--- src/rtl/ls_ahb_arb_2to1.sv ---
// rtl/ls_ahb_arb_2to1.sv - two-master to one-slave AHB arbiter for the low-speed bus
// Losing masters park their address in a one-entry buffer; grant is held across bursts.
module ls_ahb_arb_2to1 #(
    parameter int ADDR_W = 32,
    parameter int DATA_W = 32,
    parameter int RR_EN  = 1
) (
    input  logic              pmu_lsbus_hclk,
    input  logic              pmu_lsbus_hrst,
    input  logic              m0_hsel,
    input  logic [1:0]        m0_htrans,
    input  logic [ADDR_W-1:0] m0_haddr,
    input  logic              m0_hwrite,
    input  logic [2:0]        m0_hsize,
    input  logic [2:0]        m0_hburst,
    input  logic [3:0]        m0_hprot,
    input  logic [DATA_W-1:0] m0_hwdata,
    output logic [DATA_W-1:0] m0_hrdata,
    output logic              m0_hready,
    output logic [1:0]        m0_hresp,
    input  logic              m1_hsel,
    input  logic [1:0]        m1_htrans,
    input  logic [ADDR_W-1:0] m1_haddr,
    input  logic              m1_hwrite,
    input  logic [2:0]        m1_hsize,
    input  logic [2:0]        m1_hburst,
    input  logic [3:0]        m1_hprot,
    input  logic [DATA_W-1:0] m1_hwdata,
    output logic [DATA_W-1:0] m1_hrdata,
    output logic              m1_hready,
    output logic [1:0]        m1_hresp,
    output logic              s_hsel,
    output logic [1:0]        s_htrans,
    output logic [ADDR_W-1:0] s_haddr,
    output logic              s_hwrite,
    output logic [2:0]        s_hsize,
    output logic [2:0]        s_hburst,
    output logic [3:0]        s_hprot,
    output logic [DATA_W-1:0] s_hwdata,
    input  logic [DATA_W-1:0] s_hrdata,
    input  logic              s_hready,
    input  logic [1:0]        s_hresp
);

    localparam logic [1:0] TR_IDLE    = 2'b00;
    localparam logic [1:0] TR_NONSEQ  = 2'b10;
    localparam logic [1:0] TR_SEQ     = 2'b11;
    localparam logic [1:0] RESP_OKAY  = 2'b00;
    localparam logic [1:0] RESP_ERROR = 2'b01;
    localparam logic [2:0] HB_INCR    = 3'b001;

    logic              sel, dvld, down, last, ilock;
    logic [3:0]        bcnt;
    logic              pend0_vld, pend1_vld;
    logic [ADDR_W-1:0] pend0_haddr, pend1_haddr;
    logic              pend0_hwrite, pend1_hwrite;
    logic [2:0]        pend0_hsize, pend1_hsize, pend0_hburst, pend1_hburst;
    logic [3:0]        pend0_hprot, pend1_hprot;
    logic [1:0]        pend0_htrans, pend1_htrans;

    logic              live0, live1, req0, req1, req_sel, pend_sel;
    logic [1:0]        src_htrans;
    logic [ADDR_W-1:0] src_haddr;
    logic              src_hwrite;
    logic [2:0]        src_hsize, src_hburst;
    logic [3:0]        src_hprot;
    logic [3:0]        bcnt_next;
    logic              ilock_next, lock_next, last_next, sel_next;

    assign live0    = m0_hsel & m0_htrans[1];
    assign live1    = m1_hsel & m1_htrans[1];
    assign req0     = pend0_vld | live0;
    assign req1     = pend1_vld | live1;
    assign req_sel  = sel ? req1 : req0;
    assign pend_sel = sel ? pend1_vld : pend0_vld;

    // A buffered address always goes out before the owner's live one.
    always_comb begin
        src_htrans = m0_htrans;
        src_haddr  = m0_haddr;
        src_hwrite = m0_hwrite;
        src_hsize  = m0_hsize;
        src_hburst = m0_hburst;
        src_hprot  = m0_hprot;
        if (pend_sel && sel) begin
            src_htrans = pend1_htrans;
            src_haddr  = pend1_haddr;
            src_hwrite = pend1_hwrite;
            src_hsize  = pend1_hsize;
            src_hburst = pend1_hburst;
            src_hprot  = pend1_hprot;
        end else if (pend_sel) begin
            src_htrans = pend0_htrans;
            src_haddr  = pend0_haddr;
            src_hwrite = pend0_hwrite;
            src_hsize  = pend0_hsize;
            src_hburst = pend0_hburst;
            src_hprot  = pend0_hprot;
        end else if (sel) begin
            src_htrans = m1_htrans;
            src_haddr  = m1_haddr;
            src_hwrite = m1_hwrite;
            src_hsize  = m1_hsize;
            src_hburst = m1_hburst;
            src_hprot  = m1_hprot;
        end
    end

    assign s_hsel    = req_sel;
    assign s_htrans  = req_sel ? src_htrans : TR_IDLE;
    assign s_haddr   = src_haddr;
    assign s_hwrite  = src_hwrite;
    assign s_hsize   = src_hsize;
    assign s_hburst  = src_hburst;
    assign s_hprot   = src_hprot;
    assign s_hwdata  = down ? m1_hwdata : m0_hwdata;
    assign m0_hrdata = s_hrdata;
    assign m1_hrdata = s_hrdata;
    assign m0_hresp  = (dvld && !down) ? s_hresp : RESP_OKAY;
    assign m1_hresp  = (dvld && down) ? s_hresp : RESP_OKAY;

    always_comb begin
        m0_hready = 1'b1;
        if (dvld && !down)  m0_hready = s_hready;
        else if (pend0_vld) m0_hready = 1'b0;
        else if (!sel)      m0_hready = s_hready;
        m1_hready = 1'b1;
        if (dvld && down)   m1_hready = s_hready;
        else if (pend1_vld) m1_hready = 1'b0;
        else if (sel)       m1_hready = s_hready;
    end

    always_comb begin
        bcnt_next  = bcnt;
        ilock_next = ilock;
        last_next  = last;
        sel_next   = sel;
        if (!s_hready) begin
            // First ERROR cycle drops the burst lock so the other master can win.
            if (s_hresp == RESP_ERROR) begin
                bcnt_next  = 4'd0;
                ilock_next = 1'b0;
            end
        end else if (req_sel) begin
            ilock_next = (src_hburst == HB_INCR);
            if (src_htrans == TR_NONSEQ) begin
                last_next = sel;
                case (src_hburst)
                    3'b010, 3'b011: bcnt_next = 4'd3;
                    3'b100, 3'b101: bcnt_next = 4'd7;
                    3'b110, 3'b111: bcnt_next = 4'd15;
                    default:        bcnt_next = 4'd0;
                endcase
            end else if (src_htrans == TR_SEQ && bcnt != 4'd0) begin
                bcnt_next = bcnt - 4'd1;
            end
        end else begin
            ilock_next = 1'b0;
        end
        lock_next = (bcnt_next != 4'd0) | ilock_next;
        if (s_hready && !lock_next) begin
            if (req0 && req1) sel_next = (RR_EN != 0) ? ~last_next : 1'b0;
            else if (req0)    sel_next = 1'b0;
            else if (req1)    sel_next = 1'b1;
        end
    end

    always_ff @(posedge pmu_lsbus_hclk) begin
        if (pmu_lsbus_hrst) begin
            sel       <= 1'b0;
            dvld      <= 1'b0;
            down      <= 1'b0;
            last      <= 1'b1;
            bcnt      <= 4'd0;
            ilock     <= 1'b0;
            pend0_vld <= 1'b0;
            pend1_vld <= 1'b0;
        end else begin
            sel   <= sel_next;
            last  <= last_next;
            bcnt  <= bcnt_next;
            ilock <= ilock_next;
            if (s_hready) begin
                dvld <= req_sel;
                down <= sel;
            end
            if (live0 && sel && m0_hready) begin
                pend0_vld    <= 1'b1;
                pend0_htrans <= m0_htrans;
                pend0_haddr  <= m0_haddr;
                pend0_hwrite <= m0_hwrite;
                pend0_hsize  <= m0_hsize;
                pend0_hburst <= m0_hburst;
                pend0_hprot  <= m0_hprot;
            end else if (!sel && s_hready) begin
                pend0_vld <= 1'b0;
            end
            if (live1 && !sel && m1_hready) begin
                pend1_vld    <= 1'b1;
                pend1_htrans <= m1_htrans;
                pend1_haddr  <= m1_haddr;
                pend1_hwrite <= m1_hwrite;
                pend1_hsize  <= m1_hsize;
                pend1_hburst <= m1_hburst;
                pend1_hprot  <= m1_hprot;
            end else if (sel && s_hready) begin
                pend1_vld <= 1'b0;
            end
        end
    end

endmodule

--- config.mk ---
export PLATFORM = sky130hd
export DESIGN_NAME = ls_ahb_arb_2to1
export DESIGN_NICKNAME = d
export VERILOG_FILES = /design/src/rtl/ls_ahb_arb_2to1.sv
export SDC_FILE = /design/constraint.sdc
export NUM_CORES = 1
export LEC_CHECK = 0
export CAP_MARGIN = 20
export CORE_AREA = 2 2 132 134
export CTS_BUF_LIST = sky130_fd_sc_hd__clkbuf_8
export DETAILED_ROUTE_END_ITERATION = 7
export DIE_AREA = 0 0 134 136
export DONT_BUFFER_PORTS = 1
export GPL_TIMING_DRIVEN = 1
export SETUP_SLACK_MARGIN = 0.3
export SYNTH_ARGS = -nofsm -noshare
export SYNTH_HDL_FRONTEND = slang
export SYNTH_SLANG_ARGS = --single-unit
--- constraint.sdc ---
create_clock -name pmu_lsbus_hclk -period 11.03 [get_ports pmu_lsbus_hclk]
set_clock_uncertainty 0.2 [all_clocks]
set_input_delay 1.6545 -clock pmu_lsbus_hclk [delete_from_list [all_inputs] [get_ports pmu_lsbus_hclk]]
set_output_delay 1.6545 -clock pmu_lsbus_hclk [all_outputs]
set_load 0.005 [all_outputs]
==> results.sh, run 1 <==
export IMPL_rows=48
export IMPL_finalSetupViolations=0
export IMPL_required_ns=9.18
export IMPL_synthTopCellsByCount="edfxtp_1 (90), buf_4 (65), mux2i_1 (49)"
export IMPL_drtPass1Iterations=4
export IMPL_synth_area_leaders="edfxtp_1 (49%), mux2i_1 (8.8%), buf_4 (8.8%)"
export IMPL_worstSetupEndpointType="output pin"
export IMPL_hold_violations=0
export IMPL_ir_drop_mv=0.05475
export IMPL_synth_edf_count=90
export IMPL_cts_tree="done"
export IMPL_crit_fanout=42
export IMPL_start_kind="register"
export IMPL_antenna_left=0
export IMPL_relSlewSlack=0.3226
export IMPL_syn_nets=658
export IMPL_wirelength_um=17400
export IMPL_yosysUniqueCellTypes=51
export IMPL_synthFlopType="edfxtp_1"
export IMPL_status="finished clean"
export IMPL_floorplan_initialDensity=0.3293
export IMPL_dpl_hpwl_um=13150
export IMPL_leakage_nw=1.629
export IMPL_vias_per_cell=5.751
export IMPL_areaGrowthSynthToFinish_pct=-0.9005
export IMPL_fin_crit_sh=0.4418
export IMPL_antenna_found_initial=2
export IMPL_dp_cells=603
export IMPL_grt_pass1_wl_um=24150
export IMPL_io_buffers=0
export IMPL_synth_largest_area_cell="edfxtp_1"
export IMPL_numCtsBuffers=9
export IMPL_ys_ff_latch=100
export IMPL_post_cts_setup_buffers=0
export IMPL_avgRoutedWirePerCell_um=27.97
export IMPL_synth_seq_area_share=0.5223
export IMPL_synth_warnings=0
export IMPL_fmax_mhz=205.2
export IMPL_cts_sinks=100
export IMPL_critPathKind="reg2out"
export IMPL_finalNetCount=583
export IMPL_clock_root_buffer="clkbuf_8"
export IMPL_hold_path_cell_count=2
export IMPL_slew_viol_final=0
export IMPL_power_density_nw_per_um2=146.9
export IMPL_grt_max_degree=43
export IMPL_design_area_sq_um=5508
export IMPL_syn_mean_instance_area_sq_um=11.98
export IMPL_hold_path_class="reg2reg"
export IMPL_clk_pin_slew_worst_paths_ns=0.11
export IMPL_postCtsHoldBufs=0
export IMPL_syn_instance_count=464
export IMPL_drtIter0Drc=214
export IMPL_die_height_um=136
export IMPL_core_area_sq_um=16880
export IMPL_vias=3577
export IMPL_die_area_sq_um=18220
export IMPL_netlist_area_leader_share=0.4863
export IMPL_setup_tns_ns=0
export IMPL_htreeDepth=3
export IMPL_placed_area_sq_um=5296
export IMPL_grt_setup_unrepaired="no"
export IMPL_crit_arrival_ns=3.02
export IMPL_first_global_vias=3675
export IMPL_synthesis_area_sq_um=5558
export IMPL_route_detailed_drc=0
export IMPL_grtUsageTotal=0.1836
export IMPL_reg2regPathDepth=8
export IMPL_insertion_delay_ns=0.39
export IMPL_synthArstFlopShare=0
export IMPL_instances_no_fill=622
export IMPL_drive_gt1_frac=0.1954
export IMPL_grt_overflow_total=0
export IMPL_worst_slew_pin_slew_ns=1.016
export IMPL_clock_path_buffers=2
export IMPL_cts_resized=0
export IMPL_gp_congestion=0.8443
export IMPL_drv_cap=0
export IMPL_io_pins=341
export IMPL_period_needed_ns=4.873
export IMPL_die_width_um=134
export IMPL_synth_most_common_cell="edfxtp_1"
## where the power goes
group	internal [W]	leakage (nW)	switching, W
logic	0.0000482	0.623	0.0000740
registers	0.000424	0.898	0.0000137
clock network	0.000109	0.108	0.000139
total	0.000582	1.63	0.000227
## registers in the layout (all words and copies together) (netlist names), 2 cells and up
signal        flops
pend0_haddr      32
pend0_htrans      2
pend0_hburst      3
pend1_hburst      3
pend1_htrans      2
pend1_haddr      32
pend1_hsize       3
pend1_hprot       4
bcnt              4
pend0_hprot       4
pend0_hsize       3
## placed cells by master (no fill, tap or decap), types with 8 or more instances in the layout
cell type  synthesis  final
edfxtp_1          90     90
nor2_1            14     14
nand2_1           12     12
o21ai_0           44     44
a22oi_1           42     42
mux2i_1           49     49
clkbuf_8           0      9
a21oi_1           15     15
dfxtp_1           10      9
mux2_2            35     35
inv_1              7      8
## final timing paths
kind         start     endpoint  slack [ns]
min reg2reg   dvld         dvld        0.29
max            sel  s_hburst[0]        6.16
min           dvld         dvld        0.29
max reg2reg    sel          sel        7.01
## cells by family after synthesis
family / after synthesis / synth area share
adder cells (fa/ha/maj): 1 / 0.002251
flip-flops: 100 / 0.5223
multiplexers: 88 / 0.1691
AND/OR/NAND/NOR: 58 / 0.05606
AO/OA/AOI/OAI: 116 / 0.1342
buffers and inverters: 101 / 0.1162
## area by class of cell
type | count | area [sq um]
well taps | 225 | 281.5
inverters | 8 | 30.03
diodes | 3 | 7.507
clock buffers | 9 | 123.9
clock inverters | 7 | 80.08
repair buffers | 7 | 52.55
flip-flops and latches | 100 | 2907
fillers | 1672 | 11370
multi-input cells | 263 | 2026
## per-layer routing
layer  wire [um]  share of wire  GRT usage
met2        9702           0.56     0.3527
met5           0              0          0
met1        5469           0.31     0.1755
met4         499          0.029    0.08747
met3        1727          0.099    0.06040
## critical path, cell delays in order, from the launching register on
cell	delay, ns
dfxtp_4	0.76
and2_2	0.92
or2_1	0.19
buf_4	0.39
o21ai_0	0.31
## per-stage QoR
stage / hold slack [ns] / power (W) / setup WS [ns] / utilization
floorplan: 0.2413 / 0.0005569 / 3.496 / -
global placement: 0.2763 / 0.0005682 / 6.630 / 0.3138
detailed placement: 0.2781 / 0.0005701 / 6.580 / 0.3138
CTS: 0.2938 / 0.0008224 / 6.130 / 0.3259
global route: 0.3253 / 0.0008426 / 5.982 / 0.3264
finish: 0.2890 / 0.0008090 / 6.157 / 0.3264
(Power assumes the default switching activity.)
==> run 2, diff against run 1 <==
==> constraint.sdc (replaced) <==
create_clock -name pmu_lsbus_hclk -period 4.3 [get_ports pmu_lsbus_hclk]
set_clock_uncertainty 0.2 [all_clocks]
set_input_delay 0.645 -clock pmu_lsbus_hclk [delete_from_list [all_inputs] [get_ports pmu_lsbus_hclk]]
set_output_delay 0.645 -clock pmu_lsbus_hclk [all_outputs]
set_load 0.005 [all_outputs]
==> run 2 against run 1 <==
- clock power grew to 2.6 times the previous value
- sequential share of layout area down 0.60 points
- critical path depth increased by 1
- via count shrank 1.3%
- setup slack worse by 5.2 ns
- first-iteration DRC count increased by 27%
- largest cell class unchanged
- cell area grew 1.2%
- critical path type unchanged
- global-route usage shrank 1.6 points
- register-to-register slack worse by 5.9 ns
==> results.sh, run 2 (synthesis results as in run 1) <==
export IMPL_cts_sinks=100
export IMPL_clock_path_buffers=2
export IMPL_worst_slew_pin_slew_ns=0.5796
export IMPL_reg_top3="pend0_haddr (32), pend1_haddr (32)"
export IMPL_crit_fanout=40
export IMPL_htreeDepth=3
export IMPL_drtPass1Iterations=4
export IMPL_numCtsBuffers=9
export IMPL_core_area_sq_um=16880
export IMPL_drtIter0Drc=271
export IMPL_grt_pass1_wl_um=22490
export IMPL_cp_common_cell="buf_4"
export IMPL_finalSetupViolations=0
export IMPL_wirelength_um=16000
export IMPL_areaGrowthSynthToFinish_pct=0.2476
export IMPL_postCtsHoldBufs=0
export IMPL_io_pins=341
export IMPL_die_width_um=134
export IMPL_cp_slowest_cell="dfxtp_1"
export IMPL_crit_arrival_ns=2.46
export IMPL_ir_drop_mv=0.1217
export IMPL_avgRoutedWirePerCell_um=25.73
export IMPL_required_ns=3.45
export IMPL_cts_resized=0
export IMPL_clock_root_buffer="clkbuf_8"
export IMPL_fin_total_pwr_w=0.002075
export IMPL_antenna_left=0
export IMPL_mostFrequentLayoutCells="edfxtp_1 (90), mux2i_1 (49), o21ai_0 (44), a22oi_1 (42), mux2_2 (35)"
export IMPL_drv_cap=0
export IMPL_status="finished clean"
export IMPL_setup_tns_ns=0
export IMPL_route_detailed_drc=0
export IMPL_dpl_hpwl_um=12250
export IMPL_clk_pin_slew_worst_paths_ns=0.11
export IMPL_grt_overflow_total=0
export IMPL_antenna_found_initial=0
export IMPL_worstSetupEndpointType="output pin"
export IMPL_final_common_cell="edfxtp_1"
export IMPL_floorplan_initialDensity=0.3293
export IMPL_rows=48
export IMPL_hold_violations=0
export IMPL_fillCellCount=1699
export IMPL_path_buf_inv=2
export IMPL_cp_cell_sequence="nor2b_4 -> or2_1 -> buf_4 -> o21ai_0 -> buf_4"
export IMPL_n_antenna_cell=0
export IMPL_cts_tree="done"
export IMPL_vias=3531
export IMPL_die_height_um=136
export IMPL_grt_max_degree=43
export IMPL_start_kind="register"
export IMPL_power_density_nw_per_um2=372.5
export IMPL_hold_path_class="in2reg"
export IMPL_instances_no_fill=622
export IMPL_fmax_mhz=302.1
export IMPL_multiInputGateArea_sq_um=2034
export IMPL_layout_setup_ws_ns=0.9901
export IMPL_finalNetCount=586
export IMPL_die_area_sq_um=18220
export IMPL_vias_per_cell=5.677
export IMPL_fin_crit_sh=0.7697
export IMPL_period_needed_ns=3.310
export IMPL_insertion_delay_ns=0.38
export IMPL_post_cts_setup_buffers=0
export IMPL_first_global_vias=3627
export IMPL_gp_congestion=0.8385
export IMPL_grt_setup_unrepaired="no"
export IMPL_relSlewSlack=0.6136
export IMPL_seq_area_sq_um=2907
export IMPL_io_buffers=0
export IMPL_critPathKind="reg2out"
export IMPL_place_ws_ns=0.9582
export IMPL_critPathTopFamily="simple AND/OR/NAND/NOR gates"
export IMPL_max_stage_delay_ns=0.60
export IMPL_leakage_nw=1.659
export IMPL_dp_cells=605
export IMPL_drive_gt1_frac=0.2040
export IMPL_grtUsageTotal=0.1679
export IMPL_slew_viol_final=0
[run 2: final cells by class]
| class | count | share of cell area |
|---|---|---|
| sequential | 100 | 0.5217 |
| multi-input combinational | 263 | 0.3651 |
| tap | 225 | 0.05053 |
| clock buffer | 9 | 0.02223 |
| timing repair buffer | 10 | 0.01931 |
| clock inverter | 7 | 0.01572 |
| inverter | 8 | 0.005390 |
[run 2: path summary, 6_finish.rpt]
| path | slack (ns) | end | depth (start not counted) | startpoint |
|---|---|---|---|---|
| setup / recovery | 0.99 | s_haddr[6] | 5 | pend0_vld |
| hold / removal | 0.12 | dvld | 1 | pmu_lsbus_hrst |
| setup reg to reg | 1.15 | sel | 7 | sel |
| hold reg to reg | 0.28 | dvld | 2 | dvld |
[run 2: where the power goes]
part / switching, W / internal, W / leakage, nW / total, W
clock: 0.000361 / 0.000285 / 0.109 / 0.000646
combinational: 0.000179 / 0.000129 / 0.653 / 0.000308
sequential: 0.0000331 / 0.00109 / 0.898 / 0.00112
[run 2: metrics by stage]
stage	cell area, sq um	util	hold slack (ns)
detailed placement	5333	0.3160	0.2684
global placement	5333	0.3160	0.2607
finish	5572	0.3301	0.1156
CTS	5544	0.3285	0.08631
global route	5572	0.3301	0.08215
floorplan	5573	-	0.2416
[run 2: layer usage]
metal | GRT usage | part of all wire | vias to the layer above
li1 | - | - | 1549
met2 | 0.3222 | 0.56 | 272
met4 | 0.06324 | 0.021 | 0
met5 | 0.002778 | 0 | -
met1 | 0.1634 | 0.32 | 1694
met3 | 0.06115 | 0.096 | 16
==> run 3, diff against run 2 <==
==> constraint.sdc (replaced) <==
create_clock -name pmu_lsbus_hclk -period 3.03 [get_ports pmu_lsbus_hclk]
set_clock_uncertainty 0.2 [all_clocks]
set_input_delay 0.4545 -clock pmu_lsbus_hclk [delete_from_list [all_inputs] [get_ports pmu_lsbus_hclk]]
set_output_delay 0.4545 -clock pmu_lsbus_hclk [all_outputs]
set_load 0.005 [all_outputs]
==> run 3 against run 2 <==
- utilization rose by 6.3 points
- die area is the same
- critical path depth grew 2
- global-route usage increased by 1.0 points
- sequential cell count is the same
- largest power group unchanged
- highest routed layer unchanged
==> results.sh, run 3 (synthesis results as in run 1) <==
export IMPL_status="finished clean"
export IMPL_die_width_um=134
export IMPL_final_common_cell="dlygate4sd3_1"
export IMPL_layout_setup_ws_ns=0.3202
export IMPL_clk_pin_slew_worst_paths_ns=0.11
export IMPL_hold_violations=0
export IMPL_grt_max_degree=41
export IMPL_grt_setup_unrepaired="yes"
export IMPL_drtPass1Iterations=4
export IMPL_slew_viol_final=0
export IMPL_grt_overflow_total=0
export IMPL_grtUsageTotal=0.1780
export IMPL_wirelength_um=17150
export IMPL_antenna_left=0
export IMPL_core_area_sq_um=16880
export IMPL_relSlewSlack=0.5634
export IMPL_mostFrequentLayoutCells="dlygate4sd3_1 (91), edfxtp_1 (90), mux2i_1 (48), a22oi_1 (42), o21ai_0 (39)"
export IMPL_crit_fanout=6
export IMPL_drv_cap=0
export IMPL_setup_tns_ns=0
export IMPL_die_area_sq_um=18220
export IMPL_dpl_hpwl_um=11920
export IMPL_leakage_nw=2.127
export IMPL_htreeDepth=3
export IMPL_finalNetCount=694
export IMPL_fin_total_pwr_w=0.003091
export IMPL_cts_sinks=100
export IMPL_place_ws_ns=0.2343
export IMPL_io_pins=341
export IMPL_rows=48
export IMPL_drtIter0Drc=260
export IMPL_clock_root_buffer="clkbuf_8"
export IMPL_route_detailed_drc=0
export IMPL_reg_top3="pend0_haddr (32), pend1_haddr (32)"
export IMPL_required_ns=3.09
export IMPL_antenna_found_initial=3
export IMPL_worstSetupEndpointType="register"
export IMPL_cts_tree="done"
export IMPL_multiInputGateArea_sq_um=2076
export IMPL_vias=3943
export IMPL_critPathKind="reg2reg"
export IMPL_fin_crit_sh=0.8943
export IMPL_io_buffers=0
export IMPL_seq_area_sq_um=2910
export IMPL_gp_congestion=0.8219
export IMPL_power_density_nw_per_um2=466.3
export IMPL_hold_path_class="in2reg"
export IMPL_areaGrowthSynthToFinish_pct=19.27
export IMPL_grt_pass1_wl_um=24220
export IMPL_start_kind="register"
export IMPL_dp_cells=623
export IMPL_first_global_vias=4158
export IMPL_fillCellCount=1610
export IMPL_vias_per_cell=5.379
export IMPL_avgRoutedWirePerCell_um=23.39
export IMPL_insertion_delay_ns=0.37
export IMPL_die_height_um=136
export IMPL_ir_drop_mv=0.1734
export IMPL_whs_ns=0.04716
export IMPL_worst_slew_pin_slew_ns=0.6549
export IMPL_numCtsBuffers=9
export IMPL_period_needed_ns=2.710
export IMPL_crit_arrival_ns=2.77
export IMPL_fmax_mhz=369.0
export IMPL_clock_path_buffers=2
export IMPL_drive_gt1_frac=0.2079
export IMPL_floorplan_initialDensity=0.3293
export IMPL_finalSetupViolations=0
export IMPL_instances_no_fill=733
-- run 3: area by class of cell --
| type | count | area share |
|---|---|---|
| clock buffers | 9 | 0.01869 |
| diodes | 3 | 0.001133 |
| flip-flops and latches | 100 | 0.4390 |
| clock inverters | 7 | 0.01246 |
| well taps | 225 | 0.04247 |
| multi-input cells | 263 | 0.3131 |
| inverters | 8 | 0.004530 |
| repair buffers | 118 | 0.1686 |
-- run 3: final timing paths --
check | from | to | slack [ns] | cells past startpoint
worst max-delay path | pend1_vld | sel | 0.32 | 7
worst min-delay path | pmu_lsbus_hrst | last | 0.05 | 2
worst max register to register | pend1_vld | sel | 0.32 | 7
worst min register to register | last | last | 0.30 | 2
-- run 3: per-stage QoR --
| step | utilization | instance area, sq um |
|---|---|---|
| CTS | 0.3908 | 6595 |
| finish | 0.3928 | 6629 |
| global placement | 0.3241 | 5470 |
| global route | 0.3928 | 6629 |
| detailed placement | 0.3241 | 5470 |
| floorplan | - | 5635 |
-- run 3: critical path, cell delays in order (launching register included) --
cell	delay (ns)
dfxtp_4	0.40
mux2_4	0.31
mux2_4	0.29
or4_4	0.52
o211ai_2	0.10
o311ai_1	0.14
nor4b_2	0.30
mux2_1	0.35
-- run 3: repair_timing --
action	in CTS	in global routing
setup buffers	0	0
endpoints found under the hold margin	96	0
resized for setup	3	10
hold buffers	91	0
setup endpoints to repair	6	6
-- run 3: routing by layer --
metal	vias to the layer above	routed length, um	track usage
li1	1768	-	-
met1	1867	6029	0.1865
met2	270	9098	0.3296
met3	38	1418	0.04623
met4	0	600	0.08865
met5	-	0	0
-- run 3: power breakdown --
part,internal (W),total [W],switching [W]
Sequential,0.00154,0.00157,0.0000248
Clock,0.000398,0.000905,0.000507
Combinational,0.000293,0.000617,0.000324
